### config.mk
export PLATFORM = sky130hd
export DESIGN_NAME = pmbist_march_engine
export DESIGN_NICKNAME = d
export VERILOG_FILES = /design/src/rtl/pmbist_march_engine_pkg.sv /design/src/rtl/pmbist_addr_gen.sv /design/src/rtl/pmbist_march_engine.sv
export SDC_FILE = /design/constraint.sdc
export NUM_CORES = 1
export LEC_CHECK = 0
export ABC_AREA = 1
export BUFFER_PORTS_ARGS = -buffer_cell sky130_fd_sc_hd__buf_4
export CORE_MARGIN = 10
export CORE_UTILIZATION = 44
export CTS_CLUSTER_DIAMETER = 40
export DETAILED_ROUTE_END_ITERATION = 7
export PLACE_DENSITY = 0.68
export SYNTH_ARGS = -nofsm -noshare
export SYNTH_HDL_FRONTEND = slang
export SYNTH_SLANG_ARGS = --single-unit
### constraint.sdc
create_clock -name clk -period 2.7 [get_ports clk]
set_input_delay 0.54 -clock clk [delete_from_list [all_inputs] [get_ports clk]]
set_output_delay 0.54 -clock clk [all_outputs]
set_load 0.1 [all_outputs]
### src/rtl/pmbist_march_engine_pkg.sv
// Shared definitions for the PMBIST march engine: instruction layout, FSM states
// and the polarity rule that turns the DATA field into a write/expected word.
package pmbist_march_engine_pkg;

  localparam int SCAN_WIDTH   = 24;
  localparam int DATA_FIELD_W = 8;
  localparam int ADMD_W       = 4;
  localparam int NO_W         = 2;

  // Field order mirrors the scan word from bit 23 down to bit 0.
  typedef struct packed {
    logic                    updwn;
    logic [3:0]              op;
    logic [3:0]              pol;
    logic [NO_W-1:0]         no;
    logic [DATA_FIELD_W-1:0] data;
    logic                    w;
    logic [ADMD_W-1:0]       admd;
  } instr_t;

  typedef enum logic [1:0] {
    ST_IDLE,
    ST_EXEC,
    ST_CMP,
    ST_FIN
  } state_t;

  function automatic logic [DATA_FIELD_W-1:0] op_word(input instr_t ir,
                                                      input logic [NO_W-1:0] idx);
    return ir.pol[idx] ? ~ir.data : ir.data;
  endfunction

endpackage

### src/rtl/pmbist_addr_gen.sv
// Loadable up/down address counter over a power-of-two range starting at 0,
// with a flag marking the final address in the current walk direction.
module pmbist_addr_gen
  import pmbist_march_engine_pkg::*;
#(
  parameter int ADDR_WIDTH = 4
) (
  input  logic                  clk,
  input  logic                  rst,
  input  logic                  load,
  input  logic                  load_down,
  input  logic [ADMD_W-1:0]     load_admd,
  input  logic                  step,
  output logic [ADDR_WIDTH-1:0] addr,
  output logic                  last
);

  logic                  down_q;
  logic [ADDR_WIDTH-1:0] top_q;
  logic [ADDR_WIDTH-1:0] top_val;

  // Shifting all-ones by ADMD >= ADDR_WIDTH yields zero, so the mask saturates at the full range.
  assign top_val = ~({ADDR_WIDTH{1'b1}} << load_admd);

  // NOTE: state registers use non-blocking assignments so every flop samples pre-edge values.
  always_ff @(posedge clk or negedge rst) begin
    if (!rst) begin
      addr   <= '0;
      down_q <= 1'b0;
      top_q  <= '0;
    end else if (load) begin
      down_q <= load_down;
      top_q  <= top_val;
      addr   <= load_down ? top_val : '0;
    end else if (step) begin
      addr <= down_q ? addr - ADDR_WIDTH'(1) : addr + ADDR_WIDTH'(1);
    end
  end

  assign last = down_q ? (addr == '0) : (addr == top_q);

endmodule

### src/rtl/pmbist_march_engine.sv
// March engine: latches one instruction on ts, walks the address range applying
// up to four read/write ops per address, and records the first read mismatch.
module pmbist_march_engine
  import pmbist_march_engine_pkg::*;
#(
  parameter int ADDR_WIDTH = 4,
  parameter int DATA_WIDTH = 8,
  parameter int RD_LATENCY = 1
) (
  input  logic                  clk,
  input  logic                  rst,
  input  logic [SCAN_WIDTH-1:0] scan,
  input  logic                  ts,
  output logic                  mem_en,
  output logic                  mem_we,
  output logic [ADDR_WIDTH-1:0] mem_addr,
  output logic [DATA_WIDTH-1:0] mem_wdata,
  input  logic [DATA_WIDTH-1:0] mem_rdata,
  output logic                  busy,
  output logic                  done,
  output logic                  passfail,
  output logic [ADDR_WIDTH-1:0] fail_addr
);

  if (RD_LATENCY != 1 || DATA_WIDTH != DATA_FIELD_W) begin : g_bad_params
    $error("pmbist_march_engine: RD_LATENCY must be 1 and DATA_WIDTH must equal the DATA field");
  end

  state_t                state, state_nxt;
  instr_t                ir;
  instr_t                scan_i;
  logic [NO_W-1:0]       op_idx, op_nxt;
  logic [ADDR_WIDTH-1:0] addr;
  logic                  last;
  logic                  load, step, advance;
  logic                  start, mismatch;
  logic [DATA_WIDTH-1:0] exp_word;

  assign scan_i   = instr_t'(scan);
  assign start    = (state == ST_IDLE) && ts;
  assign exp_word = op_word(ir, op_idx);
  assign mismatch = (state == ST_CMP) && (mem_rdata != exp_word);

  pmbist_addr_gen #(.ADDR_WIDTH(ADDR_WIDTH)) u_addr_gen (
    .clk       (clk),
    .rst       (rst),
    .load      (load),
    .load_down (scan_i.updwn),
    .load_admd (scan_i.admd),
    .step      (step),
    .addr      (addr),
    .last      (last)
  );

  // NOTE: every signal driven here gets a default first, so no path can infer a latch.
  always_comb begin
    state_nxt = state;
    op_nxt    = op_idx;
    load      = 1'b0;
    step      = 1'b0;
    advance   = 1'b0;
    mem_en    = 1'b0;
    mem_we    = 1'b0;
    mem_wdata = '0;

    unique case (state)
      ST_IDLE: begin
        if (ts) begin
          load      = 1'b1;
          op_nxt    = '0;
          state_nxt = ST_EXEC;
        end
      end
      ST_EXEC: begin
        mem_en    = 1'b1;
        mem_we    = ir.op[op_idx];
        mem_wdata = exp_word;
        if (ir.op[op_idx]) advance = 1'b1;
        else               state_nxt = ST_CMP;
      end
      ST_CMP: begin
        if (mismatch && ir.w) begin
          state_nxt = ST_FIN;
        end else begin
          advance   = 1'b1;
          state_nxt = ST_EXEC;
        end
      end
      ST_FIN: state_nxt = ST_IDLE;
      default: state_nxt = ST_IDLE;
    endcase

    // Last op at an address either steps the address or, at the range end, finishes.
    if (advance) begin
      if (op_idx != ir.no) begin
        op_nxt = op_idx + NO_W'(1);
      end else begin
        op_nxt = '0;
        if (last) state_nxt = ST_FIN;
        else      step      = 1'b1;
      end
    end
  end

  always_ff @(posedge clk or negedge rst) begin
    if (!rst) begin
      state     <= ST_IDLE;
      op_idx    <= '0;
      ir        <= '0;
      passfail  <= 1'b1;
      fail_addr <= '0;
    end else begin
      state  <= state_nxt;
      op_idx <= op_nxt;
      if (start) begin
        ir        <= scan_i;
        passfail  <= 1'b1;
        fail_addr <= '0;
      end else if (mismatch && passfail) begin
        passfail  <= 1'b0;
        fail_addr <= addr;
      end
    end
  end

  assign mem_addr = addr;
  assign busy     = (state != ST_IDLE);
  assign done     = (state == ST_FIN);

endmodule

* Word level (Yosys, flattened, before mapping)
Index checks and enable logic that the tools add are counted. W data, S select, Z words.
Word-level totals: bits in read-only memories 0, output and inout port bits 21, register bits after elaboration 37, RAM bits 0, logic and storage cells 73, memories kept 0, input port bits 35, latch bits 0
Cells by class: equality and inequality tests 6, $mul 0, div/mod/pow operators 0, reductions and logical operators 12, bitwise gates (word level) 2, shift operators 1, multiplexer cells 36, magnitude comparators 1, add/sub/neg operators 3
Operators with widths (number):
- $mux W4 | 6
- $mux W2 | 10
- $mux W8 | 2
- $mux W1 | 14
- $reduce_bool A2 Y1 | 5
- $ne A8 B8 Y1 | 1
- $not A8 Y8 | 1
- $pmux W2 S4 | 1
- $add A4 B1 Y4 const B | 1
- $bmux W1 S2 | 2
- $eq A2 B2 Y1 const B | 2
- $eq A4 B4 Y1 | 1
- $logic_and A1 B1 Y1 | 4
- $logic_not A4 Y1 | 1
- $not A4 Y4 | 1
- $shl A4 B4 Y4 const A | 1
- $sub A4 B1 Y4 const B | 1
- $lt A2 B3 Y1 const B | 1
- $add A2 B1 Y2 const B | 1
- $eq A2 B1 Y1 const B | 1
- $logic_not A2 Y1 | 1
- $ne A2 B2 Y1 | 1
- $pmux W1 S2 | 1
- $reduce_and A2 Y1 | 1

* Logic depth before layout (Yosys ltp)
depth in word-level cells 11, gate-level depth with buffers 18, mapped depth without buffers 17

* Cells and area by module
Synthesis repeated with hierarchy kept, for this count alone.
Second synthesis, totals: cells, all modules 309, area total of the unflattened synthesis 2346.0 um^2
By module, submodules not included:
- pmbist_march_engine | cells each 235, sequential area each 701.9 um^2, times used 1, area an instance 1731.7 um^2
- pmbist_addr_gen | cells each 74, sequential area each 225.2 um^2, times used 1, area an instance 614.3 um^2

* Worst setup path before layout
No wires, ideal clock.
path kind register -> register, start point register state[1], end point register u_addr_gen.addr[3], clock period less this slack 3.930 ns, setup slack -1.230 ns, setup time 0.121 ns, cell stages (with the launch flop) 10, arrival 3.809 ns, buffers on the path 0, data required time 2.579 ns, cell sequence dfrtp_1 -> inv_1 -> ha_1 -> clkinv_1 -> nor2_1 -> inv_1 -> nand2_4 -> nand3_4 -> nand3_1 -> nand2_1
Between the ends: cells in the longest elaborated chain, start to end 7, elaborated cells on any way between the ends 11, classes of those cells eq/ne: 2; mux: 5; reduce/logical: 4
Ends and longest elaborated chain:
- start, declared | RTL line pmbist_march_engine.sv:29 | state_t state, state_nxt;
- start signal, assigned | RTL line pmbist_march_engine.sv:113 | state <= state_nxt;
- $eq A2 B2 Y1 | RTL line pmbist_march_engine.sv:42, pmbist_march_engine.sv:66
- $logic_and A1 B1 Y1 | RTL line pmbist_march_engine.sv:42 | assign mismatch = (state == ST_CMP) && (mem_rdata != exp_word);
- $logic_and A1 B1 Y1 | RTL line pmbist_march_engine.sv:82 | if (mismatch && ir.w) begin
- $mux W1 | RTL line pmbist_march_engine.sv:82
- $pmux W1 S2 | RTL line pmbist_march_engine.sv:66 | unique case (state)
- $mux W1 | RTL line pmbist_march_engine.sv:94 | if (advance) begin
- $reduce_bool A2 Y1 (no line)
- end signal, assigned | RTL line pmbist_addr_gen.sv:34 | addr <= load_down ? top_val : '0;
- end signal, assigned | RTL line pmbist_addr_gen.sv:36 | addr <= down_q ? addr - ADDR_WIDTH'(1) : addr + ADDR_WIDTH'(1);
- end, declared | RTL line pmbist_addr_gen.sv:14 | output logic [ADDR_WIDTH-1:0] addr,
Parallel ways exist; a longest one is shown, timed or not. A chain may end at the register's enable or synchronous reset.

* Worst setup path after layout
start point register op_idx[0], end point output port mem_wdata[3]
Between the ends: cells in the longest elaborated chain, start to end 4
Ends and longest elaborated chain:
- start, declared | RTL line pmbist_march_engine.sv:32 | logic [NO_W-1:0] op_idx, op_nxt;
- start signal, assigned | RTL line pmbist_march_engine.sv:114 | op_idx <= op_nxt;
- $bmux W1 S2 | RTL line pmbist_march_engine_pkg.sv:30 | return ir.pol[idx] ? ~ir.data : ir.data;
- $mux W1 (not written as such) | RTL line pmbist_march_engine_pkg.sv:30
- $mux W8 | RTL line pmbist_march_engine_pkg.sv:30
- $mux W8 | RTL line pmbist_march_engine.sv:66
- end, declared | RTL line pmbist_march_engine.sv:17 | output logic [DATA_WIDTH-1:0] mem_wdata,
Every way passes these cells. The select of a mux whose other input is x is not followed.

==> results.cfg <==
[clock_tree]
cts-root-to-sink-buffers = 2
clk_transition_reported_paths_ps = 80
post_cts_hold_buffer_count = 0
total_cts_buffers = 5
htree_num_levels = 2
post-cts-setup-buffer-count = 0
clockRootBuffer = sky130_fd_sc_hd__clkbuf_8
worst_skew_pair.late_latency_ps = 300
clock_sink_count = 37
tritoncts = built

[global_route]
overflow = 0
antenna_violations_before_repair = 0
grt_pass1_vias = 2174
grt_util_all_layers_pct = 14.02
grt_start_max_net_pins = 38
wire_length_of_the_first_global_routing_pass_mm = 10.01

[sta]
slew_headroom_pct = 67.53
fmax_mhz = 398.0
period_minus_slack_ps = 2512
hold_viol_final = 0
grt_setup_unrepaired = no
fin_hold_ws_ps = 202.3
count_of_pins_over_their_slew_limit = 0
finalSetupViolations = 0
share_of_the_cycle_needed_by_the_critical_path_after_routing_pct = 93.05
setup_tns_ps = 0
worst_clock_skew_ps = 12.23
timing_worst_slew_pin_value_ps = 487.0

[floorplanning]
core.rowCount = 26
total_core_area_sq_mm = 0.005107
die_h_microns = 92.47
dieArea_sq_mm = 0.008551
die_width_microns = 92.47
start_util_pct = 45.25
io_pins = 56

[synth]
postSynthRegisterBits = 37
yosys_warnings = 0
post_synth_instance_area_sq_mm = 0.002311
synthDistinctLibCells = 33
netlist_instances = 306
synth_area_per_cell_sq_um = 7.552
postSynth.asyncResetShare_pct = 100.0
yosysTopAreaCell = sky130_fd_sc_hd__dfrtp_1
post-synth-top-area-fraction_pct = 38.98
syn-num-nets = 349
synth-main-ff-cell = sky130_fd_sc_hd__dfrtp_1
synth-edff-count = 0
synth_seq_area_share_pct = 40.12
post_synth_main_area_contributors = sky130_fd_sc_hd__dfrtp_1 (39%), sky130_fd_sc_hd__nand2_1 (15%), sky130_fd_sc_hd__o21ai_0 (6.5%), sky130_fd_sc_hd__inv_1 (5.0%), sky130_fd_sc_hd__nand3_2 (4.8%)

[route]
postRouteAntennaNets = 0
average_detailed_routed_wire_length_per_instance_microns = 13.24
drt_iter0_drc = 85
route.vias.total = 2125
detail_route.drc_violations = 0
routed_wirelength_mm = 5.744
initial_drt_pass_iterations = 4
routed_via_density = 4.896

[finish]
antennaDiodeCount = 0
multi_input_comb_area_sq_mm = 0.001289
drive_above_1_share_pct = 28.30
ff_latch_area_sq_um = 928.4
design.final.nets = 406
area_growth_pct = 30.05
final.fill_count = 462

[critical_path]
crit_path_start_kind = flip-flop
ff2ff_setup_slack_ps = 400
critical_path.max_stage_delay_ps = 490
cp.arrival_ps = 1970
crit_chain = nand2_1 -> nand3_2 -> nand2_2 -> nand2_1 -> a21oi_4 -> buf_4
worstPathRequired_ps = 2160
critical_path.endpoint_type = output pin
critPathSlowestCell = sky130_fd_sc_hd__dfrtp_2
crit_path_max_fanout = 10
timing_worst_setup_path_type = flip-flop to output pin
critical-path-top-cell-by-count = sky130_fd_sc_hd__nand2_1

[min_path]
min_path_type = input pin to async pin

[placed_design]
hpwlAfterDp_mm = 4.451
io_buffers = 55
place_congestion = 0.8428

[job]
drv_cap = 0

[outcome]
run_status = complete, no violations
==> metal layers <==
metal,wire length (microns),GRT usage [%]
met2,2652,22.24
met5,0,0
met3,341,4.600
met4,48,4.113
met1,2702,17.75
==> critical path, delay by kind of cell (launching register included) <==
family          cells  cell delay (ps)
simple gates        4              720
flops               1              490
buf+inv             1              310
compound gates      1              150
==> path summary, 6_finish.rpt <==
check | start | to | depth (start not counted)
worst max-delay path | op_idx[0] | mem_wdata[3] | 6
worst min-delay path | rst | op_idx[1] | 1
worst max register to register | op_idx[0] | u_addr_gen.addr[2] | 14
worst min register to register | passfail | passfail | 2
max in group asynchronous | rst | passfail | 1
min in group clk | scan[20] | ir[20] | 3
==> flip-flops by register name, indices dropped and copies added (netlist names) <==
| name | cells |
|---|---|
| ir | 19 |
| u_addr_gen.down_q | 1 |
| u_addr_gen.addr | 4 |
| fail_addr | 4 |
| u_addr_gen.top_q | 4 |
| passfail | 1 |
| op_idx | 2 |
| state | 2 |
==> placed cells by master (no fill, tap or decap), types with 2 or more instances in the layout <==
master                     Yosys  layout
sky130_fd_sc_hd__a21oi_4       0       5
sky130_fd_sc_hd__buf_4         0      59
sky130_fd_sc_hd__clkbuf_8      0       6
sky130_fd_sc_hd__dfrtp_1      36      35
sky130_fd_sc_hd__ha_1          7       6
sky130_fd_sc_hd__inv_1        31      31
sky130_fd_sc_hd__nand2_1      95      95
sky130_fd_sc_hd__nand2_2       4       4
sky130_fd_sc_hd__nand2_4       3       3
sky130_fd_sc_hd__nand3_1      21      21
sky130_fd_sc_hd__nand3_2      11      11
sky130_fd_sc_hd__nand3b_1      4       4
sky130_fd_sc_hd__nor2_1       22      18
sky130_fd_sc_hd__nor2_4        0       4
sky130_fd_sc_hd__nor3_1        3       3
sky130_fd_sc_hd__o21ai_0      30      30
sky130_fd_sc_hd__o21ai_1       2       2
sky130_fd_sc_hd__o22ai_1       4       4
sky130_fd_sc_hd__xnor2_1       3       3
==> cell type report <==
class / count / share of cell area [%]
clock buffers: 6 / 2.748
clock inverters: 2 / 1.249
inverters: 35 / 4.580
multi-input cells: 225 / 42.88
flip-flops and latches: 37 / 30.89
well taps: 70 / 2.914
repair buffers: 59 / 14.74
==> synth_stat cells (all sizes together), types with 2 or more instances <==
library cell	number
a21oi	6
buf	4
clkbuf	5
clkinv	2
dfrtp	36
ha	7
inv	33
nand2	102
nand3	33
nand3b	4
nor2	23
nor3	3
o21ai	32
o22ai	4
xnor2	3
==> repair_timing <==
item,4_1_cts,5_1_grt
setup endpoints to repair,0,4
resized for setup,0,1
endpoints found under the hold margin,0,0
==> kinds of logic (layout without fill, tap and decap cells) <==
group / Yosys count / count (layout) / synth area share (%)
adder cells (fa/ha/maj): 8 / 8 / 4.656
AO/OA/AOI/OAI: 47 / 47 / 11.21
AND/OR/NAND/NOR: 166 / 166 / 34.11
flip-flops: 37 / 37 / 40.12
XOR/XNOR: 4 / 4 / 1.516
buffers and inverters: 44 / 102 / 8.392
==> metrics by stage <==
step	cell area (sq um)	std cells	utilization [%]	setup slack (ps)
after detailed placement	2884	426	56.47	340.9
after global routing	3005	434	58.84	59.70
final	3005	434	58.84	187.6
after floorplan	2411	306	-	257.3
after global placement	2884	426	56.47	443.0
after CTS	3004	434	58.82	100.3
Power is left out: the tool's default activity adds up to more than one toggle a clock period on the data nets, which glitch-free logic cannot reach.
